<file path="config.mk">
export PLATFORM = sky130hd
export DESIGN_NAME = switch_toggle_bank
export DESIGN_NICKNAME = d
export VERILOG_FILES = /design/src/rtl/switch_pkg.sv /design/src/rtl/switch_debounce.sv /design/src/rtl/switch_toggle_bank.sv
export SDC_FILE = /design/constraint.sdc
export NUM_CORES = 1
export LEC_CHECK = 0
export CORE_UTILIZATION = 60
export DETAILED_ROUTE_END_ITERATION = 7
export GPL_ROUTABILITY_DRIVEN = 0
export PLACE_DENSITY = 0.81
export SYNTH_ARGS = -nofsm -noshare
export SYNTH_HDL_FRONTEND = slang
export SYNTH_SLANG_ARGS = --single-unit
</file>
<file path="constraint.sdc">
create_clock -name i_Clk -period 4.3 [get_ports i_Clk]
set_input_delay 0.43 -clock i_Clk [delete_from_list [all_inputs] [get_ports i_Clk]]
set_output_delay 0.43 -clock i_Clk [all_outputs]
set_load 0.1 [all_outputs]
</file>
<file path="src/rtl/switch_pkg.sv">
// Shared types and defaults for the switch/LED front end.
// Mode encoding selects how a debounced switch drives its LED.
package switch_pkg;
   typedef enum logic [1:0] {
      MODE_TOG_REL = 2'b00,
      MODE_TOG_PRS = 2'b01,
      MODE_FOLLOW  = 2'b10,
      MODE_INVERT  = 2'b11
   } mode_t;

   localparam int DEFAULT_DEBOUNCE_LIMIT = 250000;
endpackage

</file>
<file path="src/rtl/switch_debounce.sv">
// One channel: 2-FF synchroniser, consecutive-sample debounce filter,
// and rise/fall detection of the committed level.
module switch_debounce
   import switch_pkg::*;
#(
   parameter int DEBOUNCE_LIMIT = DEFAULT_DEBOUNCE_LIMIT
) (
   input  logic clk,
   input  logic rst,
   input  logic raw,
   output logic stable,
   output logic rise,
   output logic fall
);
   localparam int CNT_W = $clog2(DEBOUNCE_LIMIT + 1);
   localparam logic [CNT_W-1:0] LAST = CNT_W'(DEBOUNCE_LIMIT - 1);

   logic             sync1;
   logic             sync2;
   logic             stable_d;
   logic [CNT_W-1:0] count;

   always_ff @(posedge clk) begin
      if (rst) begin
         sync1    <= 1'b0;
         sync2    <= 1'b0;
         stable   <= 1'b0;
         stable_d <= 1'b0;
         count    <= '0;
      end else begin
         sync1    <= raw;
         sync2    <= sync1;
         stable_d <= stable;
         // any return to the committed level discards the partial run
         if (sync2 == stable) begin
            count <= '0;
         end else if (count == LAST) begin
            stable <= sync2;
            count  <= '0;
         end else begin
            count <= count + 1'b1;
         end
      end
   end

   assign rise = stable & ~stable_d;
   assign fall = ~stable & stable_d;
endmodule

</file>
<file path="src/rtl/switch_toggle_bank.sv">
// Multi-channel switch front end: per-channel debounce plus a mode mux
// choosing toggle-on-release, toggle-on-press, follow or inverted follow.
module switch_toggle_bank
   import switch_pkg::*;
#(
   parameter int NUM_CH         = 4,
   parameter int DEBOUNCE_LIMIT = DEFAULT_DEBOUNCE_LIMIT
) (
   input  logic                i_Clk,
   input  logic                i_Reset,
   input  logic [NUM_CH-1:0]   i_Switch,
   input  logic [2*NUM_CH-1:0] i_Mode,
   output logic [NUM_CH-1:0]   o_LED,
   output logic [NUM_CH-1:0]   o_Stable,
   output logic [NUM_CH-1:0]   o_Press_Pulse,
   output logic [NUM_CH-1:0]   o_Release_Pulse
);
   logic [NUM_CH-1:0] stable;
   logic [NUM_CH-1:0] rise;
   logic [NUM_CH-1:0] fall;
   logic [NUM_CH-1:0] tog;
   logic [NUM_CH-1:0] tog_next;
   logic [NUM_CH-1:0] led_next;

   for (genvar c = 0; c < NUM_CH; c++) begin : g_ch
      switch_debounce #(
         .DEBOUNCE_LIMIT(DEBOUNCE_LIMIT)
      ) u_db (
         .clk    (i_Clk),
         .rst    (i_Reset),
         .raw    (i_Switch[c]),
         .stable (stable[c]),
         .rise   (rise[c]),
         .fall   (fall[c])
      );
   end

   // follow modes leave the toggle state untouched so it can resume later
   always_comb begin
      tog_next = tog;
      led_next = tog;
      for (int c = 0; c < NUM_CH; c++) begin
         unique case (mode_t'(i_Mode[2*c +: 2]))
            MODE_TOG_REL: begin
               tog_next[c] = tog[c] ^ fall[c];
               led_next[c] = tog_next[c];
            end
            MODE_TOG_PRS: begin
               tog_next[c] = tog[c] ^ rise[c];
               led_next[c] = tog_next[c];
            end
            MODE_FOLLOW: led_next[c] = stable[c];
            MODE_INVERT: led_next[c] = ~stable[c];
         endcase
      end
   end

   always_ff @(posedge i_Clk) begin
      if (i_Reset) begin
         tog             <= '0;
         o_LED           <= '0;
         o_Press_Pulse   <= '0;
         o_Release_Pulse <= '0;
      end else begin
         tog             <= tog_next;
         o_LED           <= led_next;
         o_Press_Pulse   <= rise;
         o_Release_Pulse <= fall;
      end
   end

   assign o_Stable = stable;
endmodule
</file>
### Yosys cells after proc, flatten, opt, wreduce, memory -nomap -nowiden

Index checks and enable logic that the tools add are counted.

| word-level totals | value |
|---|---|
| bits in registers | 104 |
| latch bits | 0 |
| input port bits | 14 |
| bits in writable memories | 0 |
| logic and storage cells | 103 |
| output and inout port bits | 16 |
| bits in read-only memories | 0 |
| memories kept | 0 |

| operators by class | value |
|---|---|
| magnitude comparators | 0 |
| muxes and demuxes | 8 |
| div/mod/pow operators | 0 |
| bitwise gates (word level) | 28 |
| add/subtract/negate cells | 4 |
| eq/ne operators | 20 |
| reduce and logical (&&, ||, !) cells | 16 |
| shifts and indexed selects | 0 |
| multiply operators | 0 |

Operator list:

| cell | count |
|---|---|
| 18-bit by 1-bit adder with 18-bit output (second input constant) | 4 |
| 18-bit equality test (second input constant) | 4 |
| 2-bit equality test (second input constant) | 8 |
| 1-bit one-hot mux with 4 select lines | 4 |
| 1-bit NOT | 12 |
| 3-bit OR reduction | 4 |
| 1-bit bitwise AND | 8 |
| 2-bit by 1-bit equality test with 1-bit output (second input constant) | 4 |
| 2-bit logical NOT | 4 |
| 1-bit one-hot mux with 2 select lines | 4 |
| 2-bit AND reduction | 4 |
| 2-bit nonzero test | 4 |
| 1-bit bitwise XOR | 8 |
| 1-bit equality test | 4 |

### Longest topological paths before layout

| logic depth | value |
|---|---|
| word-level depth | 4 |
| gate-level depth with buffers | 6 |

### Modules after synthesis

From an unflattened synthesis, not the netlist that was laid out.

| second synthesis, totals | value |
|---|---|
| cells, all modules | 477 |
| area total of the unflattened synthesis | 4538.1 um^2 |

Modules (own cells, without submodules):

| module | area each (um^2) | cells each | instances |
|---|---|---|---|
| switch_debounce | 975.9 | 105 | 4 |
| switch_toggle_bank | 634.4 | 57 | 1 |

### Worst setup path before layout

No wires, ideal clock.

| timing path | value |
|---|---|
| path type | register to register |
| start | reg g_ch[2].u_db.count[0] |
| end | reg g_ch[2].u_db.count[10] |
| data arrival time | 1745 ps |
| period minus slack after synthesis | 1862 ps |
| setup slack | 2438 ps |
| required time | 4183 ps |
| library setup time | 117 ps |
| buffers on the path | 1 |
| cell stages (with the launch flop) | 7 |
| cell sequence | dfxtp_1 -> ha_1 -> nand3_1 -> or4_1 -> o21ai_2 -> buf_2 -> nor2_1 |

| on the way | value |
|---|---|
| cells in the longest elaborated chain, start to end | 2 |
| elaborated cells on any way between the ends | 3 |
| classes of those cells | add/sub: 1; eq/ne: 1; reduce/logical: 1 |

RTL lines:

| what | line | source |
|---|---|---|
| start: declaration | switch_debounce.sv:21 | `logic [CNT_W-1:0] count;` |
| start signal: assignment | switch_debounce.sv:41 | `count <= count + 1'b1;` |
| parallel branches: the longest is 2 deep, another holds 18-bit by 1-bit adder with 18-bit output | - |  |

Several ways; the timed one is not identified.
A chain may end at the register's enable or synchronous reset.

### Worst setup path after layout

| timing path | value |
|---|---|
| start | reg g_ch[2].u_db.stable |
| end | out o_Stable[2] |

RTL lines:

| what | line | source |
|---|---|---|
| start: declaration | switch_debounce.sv:11 | `output logic stable,` |
| start signal: assignment | switch_debounce.sv:38 | `stable <= sync2;` |
| end: declaration | switch_toggle_bank.sv:14 | `output logic [NUM_CH-1:0] o_Stable,` |

No word-level cell between the ends.

==> reports/metrics.cfg <==
[clock_tree]
htreeDepth = 3
clk_latency_ps = 360
cts_tree = built
clockBufferDepth = 2
postCtsHoldBufs = 0
clkSinkCount = 104
cts_setup_buffers = 0
post_cts_resized = 0
cts.clk_slew.worst_paths_ps = 90
cts_inserted_buffers = 9
cts_root_buf = clkbuf_8

[logic_synthesis]
synth-main-ff-cell = dfxtp_1
syn_avg_cell_area_um2 = 8.86
synth_cell_types = 40
synth_top_area_share_pct = 46.2
syn-num-nets = 526
ys_async_sr_fraction_pct = 0
synth_top_area_cell = dfxtp_1
synth_cells = 508
synth_area_leaders = dfxtp_1, xnor2_1, nor2_1
ys_warn_count = 0
synth_seq_cells = 104
synth_area_mm2 = 0.00450
synth_enable_flop_cells = 0
seq_area_frac_synth_pct = 46.2

[placed_design]
dpl.hpwl_mm = 5.56
place_ws_ps = 2070
port-buffer-count = 29

[die]
die_x_um = 88.6
initial_core_util_pct = 62.1
fp.dieH_um = 88.6
fp-row-count = 31
coreArea_mm2 = 0.00725
ioPinCount = 30
die_area_mm2 = 0.00785

[timing]
relSlewSlack_pct = 32.1
rsz0062_at_grt = no
period_needed_ps = 2520
fmax_ghz = 0.397
setup_slack_ps = 1780
hold_violations = 0
setup_viol = 0
fin_crit_sh_pct = 58.6
drv_slew = 0
worst-slew-pin-transition_ps = 1010
setup_tns_ps = 0
finalClockSkew_ps = 11.4

[detailed_routing]
dr.pass1.iters = 4
routed_wl_mm = 7.91
viasPerCell = 5.51
drt-wirelength-per-cell_um = 12.4
first_iter_violations = 112
drc_errors = 0
antenna_left = 0
vias = 3513

[worst_setup_path]
worstPathArrival_ps = 2090
crit_path_cell_trace = clkdlybuf4s50_1
critPathLaunchType = flip-flop
critPathBufInv = 1
end_kind = output pin
worstPathRequired_ps = 3870
crit_type = flip-flop to output pin
worstPathMaxFanout = 9
slowest_delay_ps = 1200
crit_family = buffers and inverters
slowest_stage = clkdlybuf4s50_1

[global_route]
grt_pass1_vias = 3097
grt_pass1_wl_mm = 13.1
grt_max_degree = 19
antenna_found_initial = 0
grt_overflow_total = 0
grt.total_usage_pct = 21.3

[power_and_ir_drop]
cellPowerDensity_mw_per_mm2 = 313
total_power_mw = 1.58
leakage_nw = 1.50
peakVddDrop_v = 0.000219

[min_path]
hold_path.class = flip-flop to flip-flop

[layout]
antenna_cells = 0
final_net_count = 552
drive_above_1_share_pct = 4.82
syn2layout_area_growth_pct = 11.9
fillers = 583

[run]
drv_cap = 0

[run_status]
status = finished, final reports clean

[layout by cell type, fill, tap and decap left out, drive strengths merged]
cell | synthesis | layout
buf | 6 | 2
clkinvlp | 0 | 1
nor4b | 4 | 4
xnor2 | 56 | 56
nand2b | 5 | 5
dfxtp | 104 | 104
a211o | 4 | 4
xor2 | 11 | 11
o41ai | 2 | 2
mux2i | 3 | 3
or4 | 5 | 5
nor3 | 21 | 21
o31ai | 1 | 1
nor2 | 90 | 90
nor4 | 22 | 22
or4b | 2 | 2
clkbuf | 10 | 11
nand3b | 4 | 4
ha | 4 | 4
nor2b | 15 | 15
a21oi | 20 | 20
or3b | 4 | 4
or3 | 4 | 4
inv | 21 | 21
clkinv | 0 | 4
nand3 | 26 | 26
nand4 | 15 | 15
a31o | 1 | 1
nor3b | 12 | 12
and2 | 1 | 1
and3 | 4 | 4
clkdlybuf4s50 | 0 | 29
o21ai | 13 | 13
o221ai | 1 | 1
a211oi | 1 | 1
nand2 | 16 | 16
[registers in the layout, summed over array words and instances (netlist names)]
register and flops:
tog 4, o_Press_Pulse 4, g_ch.u_db.stable 4, o_LED 4, g_ch.u_db.sync1 4, g_ch.u_db.stable_d 4, g_ch.u_db.count 72, o_Release_Pulse 4
g_ch.u_db.sync2 4
[power by group]
part	leakage [nW]	switching, mW	internal [mW]
sequential	0.840	0.00309	0.968
clock	0.0951	0.312	0.240
combinational	0.565	0.0308	0.0220
[worst paths after layout]
check                                                   endpoint                        startpoint  cells after the start  slack, ps
worst max register to register  g_ch[2].u_db.count[5]$_SDFF_PP0_  g_ch[2].u_db.count[0]$_SDFF_PP0_                      5       2140
worst max-delay path                                 o_Stable[2]  g_ch[2].u_db.stable$_SDFFE_PP0P_                      1       1780
worst min register to register     g_ch[0].u_db.sync2$_SDFF_PP0_     g_ch[0].u_db.sync1$_SDFF_PP0_                      1        440
worst min-delay path               g_ch[0].u_db.sync2$_SDFF_PP0_     g_ch[0].u_db.sync1$_SDFF_PP0_                      1        440
[synth_stat cells, types with 5 or more instances]
master	number
xor2_1	11
dfxtp_1	104
o21ai_1	7
xnor2_1	56
nor4_1	21
nand2b_1	5
nor2_1	90
o21ai_0	5
nand3_1	26
nand2_1	16
clkbuf_1	10
a21oi_1	20
nand4_1	13
nor2b_1	15
nor3_1	21
nor3b_1	12
inv_1	21
[through the flow]
step | utilization [%] | hold WS [ps] | instance area (µm²) | instances
final | 69.4 | 438 | 5040 | 638
after global routing | 69.4 | 462 | 5040 | 638
after CTS | 69.4 | 443 | 5040 | 638
after detailed placement | 66.9 | 425 | 4850 | 622
after global placement | 66.9 | 417 | 4850 | 622
after floorplan | - | 414 | 4500 | 508
[area by class of cell]
cell class / count / area (µm²) / share of cell area, %
clock inverters: 5 / 31.3 / 0.621
repair buffers: 31 / 305 / 6.06
inverters: 21 / 78.8 / 1.57
well taps: 99 / 124 / 2.46
multi-input cells: 367 / 2260 / 44.9
flip-flops and latches: 104 / 2080 / 41.3
clock buffers: 11 / 151 / 3.01
[layer usage]
layer / part of all wire [%] / up-vias / GRT usage, %
li1: - / 1796 / -
met1: 46 / 1638 / 25.6
met2: 48 / 62 / 36.2
met3: 3.5 / 17 / 5.13
met4: 2.0 / 0 / 9.53
met5: 0 / - / 0
[kinds of logic after synthesis]
| kind of cell | synth area share (%) |
|---|---|
| DFF | 46.2 |
| adders and majority gates | 1.11 |
| buffers and inverters | 3.47 |
| xor gates and xnor gates | 13.0 |
| muxes | 0.667 |
| AOI/OAI and AO/OA | 6.23 |
| and+or+nand+nor | 29.2 |
Power figures use the tool's default switching activity.
